`config.mk`:
```
export PLATFORM = sky130hd
export DESIGN_NAME = serial_magnitude_comparator
export DESIGN_NICKNAME = d
export VERILOG_FILES = /design/src/rtl/serial_magnitude_comparator.sv
export SDC_FILE = /design/constraint.sdc
export NUM_CORES = 1
export LEC_CHECK = 0
export BUFFER_PORTS_ARGS = -buffer_cell sky130_fd_sc_hd__buf_2
export CAP_MARGIN = 15
export CORE_MARGIN = 3
export CORE_UTILIZATION = 45
export CTS_BUF_LIST = sky130_fd_sc_hd__clkbuf_8 sky130_fd_sc_hd__clkbuf_16
export CTS_CLUSTER_SIZE = 30
export DETAILED_ROUTE_END_ITERATION = 16
export GPL_TIMING_DRIVEN = 0
export PLACE_DENSITY = 0.65
export SLEW_MARGIN = 20
export SYNTH_ARGS = -nofsm -noshare
export SYNTH_HDL_FRONTEND = slang
export SYNTH_SLANG_ARGS = --single-unit
```
`constraint.sdc`:
```
create_clock -name clk -period 5.7 [get_ports clk]
set_clock_uncertainty 0.1 [all_clocks]
set_input_delay 0.855 -clock clk [delete_from_list [all_inputs] [get_ports clk]]
set_output_delay 0.855 -clock clk [all_outputs]
set_load 0.05 [all_outputs]
```
`src/rtl/serial_magnitude_comparator.sv`:
```
// serial_magnitude_comparator: bit-serial, MSB-first magnitude comparator with registered one-hot result flags.
// Define SIGNED_CMP_EN to treat operands as two's complement (sign bit decides inversely); default is unsigned.
module serial_magnitude_comparator #(
    parameter int WIDTH = 8
) (
    input  logic             clk,
    input  logic             rst_n,
    input  logic             start,
    input  logic [WIDTH-1:0] musteri1,
    input  logic [WIDTH-1:0] musteri2,
    output logic             busy,
    output logic             done,
    output logic             kirmizi,
    output logic             yesil,
    output logic             sari,
    output logic [7:0]       cmp_count
);
    localparam int IW = (WIDTH > 1) ? $clog2(WIDTH) : 1;
    localparam logic [IW-1:0] MSB = IW'(WIDTH - 1);
    localparam logic [1:0] IDLE    = 2'd0;
    localparam logic [1:0] COMPARE = 2'd1;
    localparam logic [1:0] DONE    = 2'd2;

    logic [1:0]       state_q, state_d;
    logic [WIDTH-1:0] a_q, a_d, b_q, b_d;
    logic [IW-1:0]    idx_q, idx_d;
    logic [2:0]       res_q, res_d;
    logic [7:0]       cnt_q, cnt_d, cnt_inc;
    logic             a_bit, b_bit, a_wins;

    assign a_bit   = a_q[idx_q];
    assign b_bit   = b_q[idx_q];
    assign cnt_inc = (cnt_q == 8'hFF) ? cnt_q : cnt_q + 8'd1;
`ifdef SIGNED_CMP_EN
    assign a_wins  = (idx_q == MSB) ? b_bit : a_bit;
`else
    assign a_wins  = a_bit;
`endif

    // Next-state logic: capture in IDLE, scan one bit pair per cycle in COMPARE, single-cycle DONE.
    always_comb begin
        state_d = state_q;
        a_d     = a_q;
        b_d     = b_q;
        idx_d   = idx_q;
        res_d   = res_q;
        cnt_d   = cnt_q;
        case (state_q)
            IDLE: begin
                if (start) begin
                    a_d     = musteri1;
                    b_d     = musteri2;
                    idx_d   = MSB;
                    state_d = COMPARE;
                end
            end
            COMPARE: begin
                if (a_bit != b_bit) begin
                    res_d   = a_wins ? 3'b100 : 3'b010;
                    cnt_d   = cnt_inc;
                    state_d = DONE;
                end else if (idx_q == '0) begin
                    res_d   = 3'b001;
                    cnt_d   = cnt_inc;
                    state_d = DONE;
                end else begin
                    idx_d   = idx_q - 1'b1;
                end
            end
            DONE:    state_d = IDLE;
            default: state_d = IDLE;
        endcase
    end

    // State registers; reset aborts any comparison in flight and clears all results.
    always_ff @(posedge clk or negedge rst_n) begin
        if (!rst_n) begin
            state_q <= IDLE;
            a_q     <= '0;
            b_q     <= '0;
            idx_q   <= '0;
            res_q   <= '0;
            cnt_q   <= '0;
        end else begin
            state_q <= state_d;
            a_q     <= a_d;
            b_q     <= b_d;
            idx_q   <= idx_d;
            res_q   <= res_d;
            cnt_q   <= cnt_d;
        end
    end

    assign busy      = (state_q != IDLE);
    assign done      = (state_q == DONE);
    assign kirmizi   = res_q[2];
    assign yesil     = res_q[1];
    assign sari      = res_q[0];
    assign cmp_count = cnt_q;
endmodule

```
* After elaboration in Yosys (flattened, before gate mapping)
Index checks and enable logic that the tools add are counted.
** Word-level totals
- Register bits :: 32
- Bits in latches :: 0
- Memory bits (writable) :: 0
- Memory bits (read-only) :: 0
- Input bits :: 19
- Output and inout port bits :: 13
- Word-level logic and storage cells :: 44
- Memories :: 0
** Cells by class
- Add/sub/neg operators :: 2
- Multipliers :: 0
- Div/mod/pow operators :: 0
- Magnitude comparators :: 1
- Equality and inequality tests :: 8
- Shift-type cells :: 0
- Multiplexer cells :: 18
- Bitwise logic cells :: 0
- Reductions and logical operators :: 9
** Operators by type and width (count)
- 8-bit two-way mux :: 3
- 3-bit two-way mux :: 6
- 8-bit by 1-bit adder with 8-bit output, second input constant :: 1
- 8-bit == test, second input constant :: 1
- 1-bit binary-select mux with 3-bit select :: 2
- 2-bit two-way mux :: 3
- 2-bit != test, second input constant :: 3
- 3-bit case mux with 2 select lines :: 1
- 2-bit AND reduction :: 3
- 2-bit nonzero test :: 3
- 3-bit by 4-bit < comparator with 1-bit output, second input constant :: 1
- 2-bit case mux with 2 select lines :: 1
- 4-bit AND reduction :: 1
- 3-bit zero test :: 1
- 3-bit != test, second input constant :: 1
- 3-bit by 1-bit subtractor with 3-bit output, second input constant :: 1
- 2-bit by 1-bit == test with 1-bit output, second input constant :: 1
- 2-bit == test, second input constant :: 1
- 2-bit zero test :: 1
- 1-bit two-way mux :: 2
- 1-bit != test :: 1

* Logic depth before layout (Yosys ltp)
Gate-level depths: netlist of the first run.
- Word-level depth :: 5
- Mapped depth :: 8
- Gate-level depth less buffers :: 7

* Worst setup path before layout of the first run
OpenSTA, ideal clock, no wires.
- Kind :: register to register
- Start point :: reg idx_q[0]
- End point :: reg cnt_q[1] (netlist: cmp_count[1])
- Library setup time :: 0.125 ns
- Data arrival time :: 2.270 ns
- Required time :: 5.475 ns
- Slack :: 3.205 ns
- Cell stages (with the launch flop) :: 9
- Path buffers :: 1
- Clock period less this slack :: 2.495 ns
- Cell sequence :: dfrtp_1 buf_2 mux4_2 mux2i_1 inv_1 ha_1 a21oi_4 and2_1 mux2_4
** Between the ends
- Cells in the longest elaborated chain, start to end :: 5
- Elaborated cells between the ends (all ways) :: 9
- Those cells by class :: eq/ne (1); mux (5); reduce/logical (3)
** Ends and longest elaborated chain
- start, declared :: RTL line 26 : logic [IW-1:0] idx_q, idx_d;
- start signal, assigned :: RTL line 88 : idx_q <= idx_d;
- 1-bit binary-select mux with 3-bit select, on equally long branches :: RTL line 31, 32
- 1-bit two-way mux, on equally long branches :: RTL line 31, 32
- 1-bit != test :: RTL line 58 : if (a_bit != b_bit) begin
- 2-bit nonzero test (no source line)
- 2-bit AND reduction (no source line)
- end signal, assigned :: RTL line 90 : cnt_q <= cnt_d;
- end, declared :: RTL line 28 : logic [7:0] cnt_q, cnt_d, cnt_inc;
Parallel ways exist; a longest one is shown, timed or not. The select of a mux whose other input is x is not followed.
A chain may end at the register's enable or synchronous reset.

* Worst setup path after layout of the first run
Same ends and word-level chain as after synthesis.

==> PnR_summary.wiki, run 1 <==
{| class="wikitable"
! Metric !! Value
|-
| WS Path Type || reg -> reg
|-
| Area fraction in and, or, nand and nor cells after synthesis || 11.0%
|-
| Leak pwr || 0.909 nW
|-
| Worst hold margin || 0.389 ns
|-
| Crit Reg-Reg Startpoint || idx_q[0]
|-
| Total via count after detailed routing || 972
|-
| Final standard cell utilization of the core || 58.5%
|-
| Cts-stage hold buffer count || 0
|-
| Number of synthesized flops with an enable pin || 0
|-
| Post-synth top area cell || dfrtp_1
|-
| Setup fix buffers added after clock tree synthesis || 0
|-
| Power density of the placed cells || around 630 nW/um2
|-
| Worst Tran Pin Value || 0.695 ns
|-
| # H-tree levels || 2
|-
| Data arrival time of the worst path || 2.80 ns
|-
| Non-Filler Cell Area, Final || 1860 um2
|-
| Final Instance Count excl. Fillers || 194
|-
| Total of cells resized after clock tree synthesis || 0
|-
| Share of the synthesized area in compound gates (AO/OA/AOI/OAI) || 4.89%
|-
| Delay of the slowest critical-path stage || ~0.52 ns
|-
| Number of hold-slack violations in the final timing report || 0
|-
| Fraction of layout instances using a drive strength above 1 || 45.3%
|-
| Run status || finished, final reports clean
|-
| Worst setup SP type || register
|-
| Worst slack at placement || 2.94 ns
|-
| Proportion of netlist area held by the largest area contributor || 51.3%
|-
| Maximum capacitance violations || 0
|-
| Main combinational cell family by area after synthesis || multiplexers
|-
| Period utilisation layout || 48.1%
|-
| Die X-Extent || 64.9 um
|-
| Hold/Removal Path Class || reg -> reg
|-
| Number of register bits inferred by synthesis || 32
|-
| XOR/XNOR share of the synthesized area || 2.25%
|-
| Number of DRC markers after the initial detailed-route iteration || 23
|-
| Sequential area share after synthesis || 51.3%
|-
| Comb power frac || 50.4%
|-
| Design internal power || 688 uW
|-
| Sum of overflow across all layers after global routing || 0
|-
| Sequence of cells on the critical path || buf_2 > mux4_2 > mux2i_1 > inv_1 > ha_1 > a21oi_4 > and2_1 > mux2_4
|-
| Worst-path maximum fanout || 8
|-
| Wire length reported by the detailed router || roughly 2.7 mm
|-
| GRT Total Usage || 14.9%
|-
| Net count of the mapped netlist || 135
|-
| Slowest library cell on the worst path || mux4_2
|-
| Total instance count after detailed placement || 186
|-
| Warnings from Yosys || 0
|-
| Inserted Diodes || 0
|-
| Min Clock Period, post-route || 2.74 ns
|-
| Wire length of the first global-routing pass || around 4.7 mm
|-
| Switching power as a share of total power || 40.9%
|-
| Average wire per standard cell || around 14 um
|-
| Number of global-route vias before repair || 1057
|-
| Root Driver || clkbuf_8
|-
| Residual antenna-violating net count after detailed routing || 0
|-
| Length of the first detailed-routing pass in iterations || 4
|-
| Hold Path Origin || b_q[5]
|-
| IO Pins || 32
|-
| Maximum frequency from static timing analysis || 365 MHz
|-
| Floorplan Core Area || between 3000 and 4000 um2
|-
| Initial core utilization || 49.1%
|-
| Rows || 20
|-
| Vias per Instance || 5.01
|-
| Async S/R FF share, synth || between 90% and 100%
|-
| Clock buffer depth || 2
|-
| Number of buffer cells added on primary ports || 31
|-
| Relative area change from synthesis to final layout || 19.2%
|-
| DIE HEIGHT || roughly 65 um
|-
| Num CTS Buffers || 5
|-
| Worst endpoint required time || 5.76 ns
|-
| Number of instances in the synthesized netlist || 111
|-
| Clock tree from TritonCTS || built
|-
| Unrepaired setup endpoints after global routing || false
|-
| Clock latency at the later pin of the worst-skew pair || 0.28 ns
|-
| Netlist area before placement || roughly 1600 um2
|-
| Detailed-route DRC error count || 0
|-
| Critical Path Source || idx_q[0]
|-
| Top cells by area, synth || dfrtp_1 (51%), mux2_2 (11%), mux4_2 (5.8%), ha_1 (4.0%), mux2_1 (2.9%)
|-
| Least setup slack across all paths after layout || 2.96 ns
|-
| Post-layout nets || 173
|-
| Area share of fa/ha/maj cells after synthesis || 4.01%
|-
| Placement Cell Area || 1770 um2
|-
| Maximum number of pins on one net before global-route repair || 33
|-
| Distinct cell type count of the synthesized netlist || 30
|-
| Die Area || about 4200 um2
|-
| Sum of negative setup slack || 0 ns
|-
| Headroom to the max-slew limit || 53.7%
|-
| Clock-pin transition on the worst setup and hold timing paths || 0.06 ns
|-
| Initial antenna violation count || 0
|-
| Sinks on the clock net || 32
|-
| Portion of netlist area occupied by mux cells || 24.3%
|-
| Post-Syn Area per Cell || 14.1 um2
|-
| Number of failing setup endpoints in the final timing report || 0
|-
| Placed wire-length estimate || 2.07 mm
|-
| Synth cell count leaders || dfrtp_1 (32), mux2_2 (15), inv_1 (6)
|-
| Number of max-slew violations in the final report || 0
|-
| Max rail drop VDD || 0.267 mV
|-
| Overall power of the completed layout || around 1.2 mW
|-
| Flip-flop cell with the highest count after synthesis || dfrtp_1
|-
| Relative contribution of the clock network to total power || 14.6%
|-
| Kind of end point of the critical path || register
|-
| Switching Power || around 480 uW
|-
| Sequential share of power || 35.0%
|-
| Final GP Congestion || 0.714
|-
| Most frequent cell after synthesis || dfrtp_1
|}
## path summary, 6_finish.rpt
check | endpoint | slack (ns) | cells after the start
hold / removal | b_q[5] | 0.39 | 1
setup / recovery | cmp_count[1] | 2.96 | 8
hold reg to reg | b_q[5] | 0.39 | 1
max in group asynchronous | a_q[5] | 4.53 | 1
min in group asynchronous | res_q[0] | 0.52 | 1
setup reg to reg | cmp_count[1] | 2.96 | 8
## power by group through the flow
stage                     combinational, mW  sequential [mW]  clock (mW)
after CTS                             0.597            0.408       0.178
after global placement                0.576            0.403           0
after detailed placement              0.594            0.412           0
after global routing                  0.635            0.423       0.191
after floorplan                       0.405            0.469           0
final                                 0.587            0.407       0.170
## layout by cell type (no fill, tap or decap), types with 3 or more instances in the layout
cell type  synthesis  final
nand3_1            5      5
dfrtp_1           32     32
and3_1             3      3
ha_1               5      5
mux2_2            15     15
inv_1              6      8
mux4_2             4      4
mux2_4             3      3
buf_2              1     32
mux2i_1            3      3
clkbuf_8           0      6
xnor2_1            3      3
nand2_1            3      3
o21ai_0            4      4
mux2_1             4      4
## registers in the layout, indices dropped and copies added (netlist names)
signal	flops
b_q	8
a_q	8
cmp_count	8
state_q	2
idx_q	3
res_q	3
## layer usage
layer	share of wire, %	GRT usage, %	vias to the layer above	routed length (um)
met5	0	0	-	0
met1	47	20.2	463	1300
met4	1.6	7.12	0	44
met2	46	22.6	29	1260
met3	4.8	3.29	5	131
li1	-	-	475	-
## critical path, delay by kind of cell (launching register included)
family                     cells  cell delay (ns)
muxes                          3             1.04
and+or+nand+nor                1             0.24
adders and majority gates      1             0.39
buffers and inverters          2             0.26
AOI/OAI and AO/OA              1             0.27
DFF                            1             0.32
## cells by family (layout without fill, tap and decap cells)
group                    Yosys count  after routing
multiplexers                      29             29
buffers and inverters              8             47
AO/OA/AOI/OAI                     10             10
XOR/XNOR                           4              4
flip-flops                        32             32
adder cells (fa/ha/maj)            5              5
AND/OR/NAND/NOR                   23             23
## cell type report
type,count,area [um2]
clock inverter,2,7.51
inverter,6,22.5
sequential,32,801
timing repair buffer,31,155
tap,44,55.1
fill,288,1320
buffer,2,12.5
clock buffer,6,82.6
multi-input combinational,71,724
Note: power is estimated with default switching activity, not from simulation.
==> run 2: changes to the inputs <==
==> constraint.sdc (replaced) <==
create_clock -name clk -period 2.86 [get_ports clk]
set_clock_uncertainty 0.1 [all_clocks]
set_input_delay 0.429 -clock clk [delete_from_list [all_inputs] [get_ports clk]]
set_output_delay 0.429 -clock clk [all_outputs]
set_load 0.05 [all_outputs]
==> run 2 against run 1 <==
- core utilization grew 0.94 points
- clock power rose by 99%
- setup slack got worse by 2.9 ns
- design area is 1.6% higher
- global-route usage unchanged
- via count up 3.0%
- largest power group unchanged
- maximum frequency fell by 0.95%
- wire length is 1.9% higher
- flip-flop and latch count unchanged
- hold slack worse by 0.29 ns
- sequential share of layout area decreased by 0.68 points
- highest routed layer unchanged
==> PnR_summary.wiki, run 2 (same netlist as run 1, synthesis figures left out) <==
{| class="wikitable"
! Metric !! Value
|-
| Rows || 20 (unchanged)
|-
| Worst endpoint required time || 2.92 ns (was 5.76 ns)
|-
| Number of global-route vias before repair || 1057 (unchanged)
|-
| Wire length reported by the detailed router || 2.79 mm (was 2.74 mm)
|-
| Cts-stage hold buffer count || 0 (unchanged)
|-
| Wire length of the first global-routing pass || 4.74 mm (unchanged)
|-
| # H-tree levels || 2 (unchanged)
|-
| Detailed-route DRC error count || 0 (unchanged)
|-
| Clock buffer depth || 2 (unchanged)
|-
| Number of failing setup endpoints in the final timing report || 0 (unchanged)
|-
| Maximum frequency from static timing analysis || 361 MHz (was 365 MHz)
|-
| Total of cells resized after clock tree synthesis || 0 (unchanged)
|-
| Leading cell types in the layout, fill and taps excluded || buf_2 (32), dfrtp_1 (32), mux2_2 (15) (unchanged)
|-
| Average wire per standard cell || 14.1 um (about the same)
|-
| Floorplan Core Area || 3180 um2 (unchanged)
|-
| GR Layer Usage met3 || 3.29% (unchanged)
|-
| Family with the most delay on the worst path || multiplexers (unchanged)
|-
| Root Driver || clkbuf_8 (unchanged)
|-
| Worst setup SP type || register (unchanged)
|-
| Length of the first detailed-routing pass in iterations || 4 (unchanged)
|-
| Total instance count after detailed placement || 186 (unchanged)
|-
| Inserted Diodes || 0 (unchanged)
|-
| Power density of the placed cells || 1280 nW/um2 (was 626 nW/um2)
|-
| Max rail drop VDD || 0.584 mV (was 0.267 mV)
|-
| WS Path Type || reg -> reg (unchanged)
|-
| DIE HEIGHT || 64.9 um (unchanged)
|-
| Run status || finished, final reports clean (unchanged)
|-
| Initial antenna violation count || 0 (unchanged)
|-
| Slowest library cell on the worst path || mux4_2 (unchanged)
|-
| Worst-path maximum fanout || 8 (unchanged)
|-
| Maximum capacitance violations || 0 (unchanged)
|-
| Least setup slack across all paths after layout || 0.0914 ns (was 2.96 ns)
|-
| Relative area change from synthesis to final layout || 21.2% (was 19.2%)
|-
| Final GP Congestion || 0.714 (unchanged)
|-
| Number of max-slew violations in the final report || 0 (unchanged)
|-
| Number of hold-slack violations in the final timing report || 0 (unchanged)
|-
| Setup fix buffers added after clock tree synthesis || 0 (unchanged)
|-
| IO Pins || 32 (unchanged)
|-
| Headroom to the max-slew limit || 53.0% (was 53.7%)
|-
| Worst slack at placement || 0.100 ns (was 2.94 ns)
|-
| Sum of overflow across all layers after global routing || 0 (unchanged)
|-
| Maximum number of pins on one net before global-route repair || 33 (unchanged)
|-
| Post-layout nets || 177 (was 173)
|-
| GRT Total Usage || 14.9% (unchanged)
|-
| Vias per Instance || 5.06 (was 5.01)
|-
| Data arrival time of the worst path || 2.83 ns (was 2.80 ns)
|-
| Met2 global-route usage || 22.6% (unchanged)
|-
| Sum of buffers and inverters on the critical path || 2 (unchanged)
|-
| Num CTS Buffers || 5 (unchanged)
|-
| Period utilisation layout || 96.8% (was 48.1%)
|-
| Routing usage on met1 || 20.2% (unchanged)
|-
| Placed wire-length estimate || 2.07 mm (unchanged)
|-
| Highest-utilization routing layer at the global route stage || met2 (unchanged)
|-
| Worst Tran Pin Value || 0.705 ns (was 0.695 ns)
|-
| Number of DRC markers after the initial detailed-route iteration || 26 (was 23)
|-
| Hold/Removal Path Class || in -> async (was reg -> reg)
|-
| Residual antenna-violating net count after detailed routing || 0 (unchanged)
|-
| Clock latency at the later pin of the worst-skew pair || 0.28 ns (about the same)
|-
| Number of buffer cells added on primary ports || 31 (unchanged)
|-
| Kind of end point of the critical path || register (unchanged)
|-
| Clock tree from TritonCTS || built (unchanged)
|-
| Sequence of cells on the critical path || buf_2 > mux4_2 > mux2i_1 > inv_1 > ha_1 > a21oi_4 > and2_1 > mux2_4 (unchanged)
|-
| Leak pwr || 0.930 nW (was 0.909 nW)
|-
| Delay of the slowest critical-path stage || 0.52 ns (about the same)
|-
| Sinks on the clock net || 32 (unchanged)
|-
| Die X-Extent || 64.9 um (unchanged)
|-
| Die Area || 4210 um2 (unchanged)
|-
| Clock-pin transition on the worst setup and hold timing paths || 0.06 ns (about the same)
|-
| Min Clock Period, post-route || 2.77 ns (was 2.74 ns)
|-
| Initial core utilization || 49.1% (unchanged)
|-
| Fraction of layout instances using a drive strength above 1 || 46.8% (was 45.3%)
|-
| Total via count after detailed routing || 1001 (was 972)
|-
| Final Instance Count excl. Fillers || 198 (was 194)
|}
-- run 2: cell types whose count changed in the layout (fill, tap and decap cells not counted) --
| cell | change |
|---|---|
| buf_4 | +4 |
-- run 2: area by class of cell --
cell class,count,area [um2]
buffer,2,12.5
clock buffer,6,82.6
clock inverter,2,7.51
fill,288,1290
inverter,6,22.5
multi-input combinational,71,724
sequential,32,801
tap,44,55.1
timing repair buffer,35,185
-- run 2: final timing paths --
check | slack [ns] | start | depth (start not counted) | endpoint
hold reg to reg | 0.39 | b_q[5] | 1 | b_q[5]
hold / removal | 0.1 | rst_n | 1 | b_q[2]
min in group clk | 0.27 | musteri2[4] | 2 | b_q[4]
max in group asynchronous | 2.11 | rst_n | 1 | a_q[5]
setup reg to reg | 0.09 | idx_q[0] | 8 | cmp_count[1]
setup / recovery | 0.09 | idx_q[0] | 8 | cmp_count[1]
-- run 2: report_power, final --
part | total [mW] | internal (mW) | switching (mW)
registers | 0.812 | 0.656 | 0.157
clock network | 0.339 | 0.189 | 0.151
logic | 1.26 | 0.593 | 0.667
-- run 2: metal layers --
metal | part of all wire [%] | routed length (um)
met1 | 46 | 1290
met2 | 47 | 1320
met3 | 5.0 | 139
met4 | 1.6 | 44
met5 | 0 | 0
-- run 2: worst reg2reg max path, cell delays in order, from the launching register on --
cell,delay (ns)
dfrtp_1,0.32
buf_2,0.19
mux4_2,0.53
mux2i_1,0.21
inv_1,0.07
ha_1,0.39
a21oi_4,0.29
and2_1,0.24
mux2_4,0.31
-- run 2: per-stage QoR --
stage	area (um2)	total power [mW]	setup TNS, ns	util (%)	hold slack (ns)
after floorplan	1560	1.74	0	-	0.0334
after global placement	1770	1.95	0	55.7	0.364
after detailed placement	1770	2.00	0	55.7	0.378
after CTS	1860	2.36	0	58.5	0.123
after global routing	1890	2.58	-0.0110	59.5	0.161
final	1890	2.41	0	59.5	0.0987
==> run 3: changes to the inputs <==
--- a/config.mk
+++ b/config.mk
@@ -13,6 +13,7 @@
 export CTS_CLUSTER_SIZE = 30
 export DETAILED_ROUTE_END_ITERATION = 16
 export GPL_TIMING_DRIVEN = 0
+export HOLD_SLACK_MARGIN = 0.15
 export PLACE_DENSITY = 0.65
 export SLEW_MARGIN = 20
 export SYNTH_ARGS = -nofsm -noshare
==> run 3 against run 2 <==
- total power about the same
- sequential share of layout area down 0.22 points
- via count unchanged
- wire length about the same
- clock power about the same
- die area unchanged
- core utilization up 0.31 points
- critical path type unchanged
- highest routed layer unchanged
==> PnR_summary.wiki, run 3 (same netlist as run 1, synthesis figures left out) <==
{| class="wikitable"
! Metric !! Value
|-
| Sum of overflow across all layers after global routing || 0 (unchanged)
|-
| Root Driver || clkbuf_8 (unchanged)
|-
| Crit Reg-Reg Startpoint || idx_q[0] (unchanged)
|-
| Fillcell total || 284 (was 288)
|-
| Sum of buffers and inverters on the critical path || 2 (unchanged)
|-
| Worst reg2reg path endpoint || cmp_count[1] (unchanged)
|-
| Residual antenna-violating net count after detailed routing || 0 (unchanged)
|-
| Number of hold-slack violations in the final timing report || 0 (unchanged)
|-
| Slowest library cell on the worst path || mux4_2 (unchanged)
|-
| Number of buffer cells added on primary ports || 31 (unchanged)
|-
| Endpoint with the worst hold slack || b_q[4]
|-
| Headroom to the max-slew limit || 52.7% (was 53.0%)
|-
| WS Path Type || reg -> reg (unchanged)
|-
| Hold Path Origin || musteri2[4]
|-
| Initial antenna violation count || 0 (unchanged)
|-
| Die Area || 4210 um2 (unchanged)
|-
| Maximum frequency from static timing analysis || 361 MHz (about the same)
|-
| Fraction of layout instances using a drive strength above 1 || 46.5% (was 46.8%)
|-
| Met2 global-route usage || 22.3% (was 22.6%)
|-
| Leading cell types in the layout, fill and taps excluded || buf_2 (32), dfrtp_1 (32), mux2_2 (15) (unchanged)
|-
| Rows || 20 (unchanged)
|-
| Worst Tran Pin Value || 0.710 ns (was 0.705 ns)
|-
| Family with the most delay on the worst path || multiplexers (unchanged)
|-
| Overall power of the completed layout || 2.41 mW (about the same)
|-
| Relative area change from synthesis to final layout || 21.8% (was 21.2%)
|-
| Relative contribution of the clock network to total power || 14.1% (about the same)
|-
| GR Layer Usage met3 || 3.29% (unchanged)
|-
| Sinks on the clock net || 32 (unchanged)
|-
| Floorplan Core Area || 3180 um2 (unchanged)
|-
| Number of global-route vias before repair || 1050 (was 1057)
|-
| Clock buffer depth || 2 (unchanged)
|-
| Worst endpoint required time || 2.92 ns (about the same)
|-
| Clock-pin transition on the worst setup and hold timing paths || 0.06 ns (about the same)
|-
| Inserted Diodes || 0 (unchanged)
|-
| Wire length of the first global-routing pass || 4.71 mm (was 4.74 mm)
|-
| Delay of the slowest critical-path stage || 0.52 ns (about the same)
|-
| Run status || finished, final reports clean (unchanged)
|-
| Worst setup SP type || register (unchanged)
|-
| Clock tree from TritonCTS || built (unchanged)
|-
| Final standard cell utilization of the core || 59.8% (was 59.5%)
|-
| IO Pins || 32 (unchanged)
|-
| Total via count after detailed routing || 1001 (unchanged)
|-
| Comb power frac || 52.2% (about the same)
|-
| Total area of multi-input combinational cells || 724 um2 (unchanged)
|-
| Kind of end point of the critical path || register (unchanged)
|-
| Leak pwr || 0.934 nW (was 0.930 nW)
|-
| Average wire per standard cell || 14.0 um (was 14.1 um)
|-
| Maximum number of pins on one net before global-route repair || 33 (unchanged)
|-
| Switching power as a share of total power || 40.4% (about the same)
|-
| Number of failing setup endpoints in the final timing report || 0 (unchanged)
|-
| DIE HEIGHT || 64.9 um (unchanged)
|-
| Maximum capacitance violations || 0 (unchanged)
|-
| Sequential share of power || 33.7% (about the same)
|-
| Vias per Instance || 5.03 (was 5.06)
|-
| Number of DRC markers after the initial detailed-route iteration || 21 (was 26)
|-
| Path depth of the worst reg2reg path || 8 (unchanged)
|-
| Design internal power || 1.44 mW (about the same)
|-
| Length of the first detailed-routing pass in iterations || 4 (unchanged)
|-
| Clock latency at the later pin of the worst-skew pair || 0.28 ns (about the same)
|-
| Wire length reported by the detailed router || 2.79 mm (about the same)
|-
| Register Area || 801 um2 (unchanged)
|-
| Critical Path Source || idx_q[0] (unchanged)
|-
| Switching Power || 975 uW (was 974 uW)
|-
| Detailed-route DRC error count || 0 (unchanged)
|-
| Power density of the placed cells || 1270 nW/um2 (was 1280 nW/um2)
|-
| Die X-Extent || 64.9 um (unchanged)
|-
| Routing usage on met1 || 20.2% (unchanged)
|-
| Final GP Congestion || 0.714 (unchanged)
|-
| Data arrival time of the worst path || 2.83 ns (about the same)
|-
| # H-tree levels || 2 (unchanged)
|-
| Max rail drop VDD || 0.584 mV (about the same)
|-
| Register-to-register path setup slack || 0.09 ns (about the same)
|-
| Post-layout nets || 178 (was 177)
|-
| Worst Hold Depth || 2
|-
| Worst-path maximum fanout || 8 (unchanged)
|-
| GRT Total Usage || 14.8% (was 14.9%)
|-
| Hold/Removal Path Class || in -> reg (was in -> async)
|-
| Num CTS Buffers || 5 (unchanged)
|-
| Number of max-slew violations in the final report || 0 (unchanged)
|-
| Highest-utilization routing layer at the global route stage || met2 (unchanged)
|-
| Min Clock Period, post-route || 2.77 ns (about the same)
|-
| Initial core utilization || 49.1% (unchanged)
|-
| Placed wire-length estimate || 2.07 mm (unchanged)
|-
| Period utilisation layout || 96.8% (about the same)
|-
| Sequence of cells on the critical path || buf_2 > mux4_2 > mux2i_1 > inv_1 > ha_1 > a21oi_4 > and2_1 > mux2_4 (unchanged)
|}
==> run 3: worst max-delay path by stage <==
| stage | cells past startpoint | slack (ns) | endpoint |
|---|---|---|---|
| after floorplan | 8 | 0.36 | cmp_count[1] |
| after CTS | 8 | 0.08 | cmp_count[1] |
| after global placement | 8 | 0.13 | cmp_count[1] |
| after global routing | 8 | -0.01 | cmp_count[1] |
| final | 8 | 0.09 | cmp_count[1] |
| after detailed placement | 8 | 0.10 | cmp_count[1] |
==> run 3: through the flow <==
| stage | area (um2) | worst slack [ns] | hold WS (ns) | instances | setup TNS (ns) |
|---|---|---|---|---|---|
| 5_1_grt | 1900 | -0.0110 | 0.266 | 199 | -0.0110 |
| 2_1_floorplan | 1560 | 0.365 | 0.0334 | 111 | 0 |
| 6_report | 1900 | 0.0907 | 0.267 | 199 | 0 |
| 3_5_place_dp | 1770 | 0.100 | 0.378 | 186 | 0 |
| 4_1_cts | 1870 | 0.0796 | 0.260 | 195 | 0 |
| 3_3_place_gp | 1770 | 0.128 | 0.364 | 186 | 0 |
==> run 3: final cells by class <==
type                    count  share of cell area [%]
plain buffers               2                   0.658
clock buffers               6                    4.34
clock inverters             2                   0.395
inverters                   6                    1.18
multi-input cells          71                    38.1
flip-flops and latches     32                    42.1
well taps                  44                    2.90
repair buffers             36                    10.3
==> run 3: what timing repair did <==
action                                  4_1_cts  5_1_grt
hold endpoints to repair                     32        0
hold buffers                                  1        0
setup buffers                                 0        4
resized for setup                             0        0
endpoints found under the setup margin        0        1
==> run 3: per-layer routing <==
| layer | vias to the layer above | wire (um) |
|---|---|---|
| met1 | 487 | 1300 |
| met4 | 0 | 44 |
| met5 | - | 0 |
| met2 | 24 | 1310 |
| met3 | 5 | 135 |
| li1 | 485 | - |
==> run 3: power by group through the flow <==
stage               logic [mW]  clock network (mW)  registers, mW
floorplan                0.808                   0          0.935
finish                    1.26               0.340          0.813
global placement          1.15                   0          0.802
global route              1.36               0.381          0.843
detailed placement        1.18                   0          0.821
CTS                       1.19               0.355          0.813
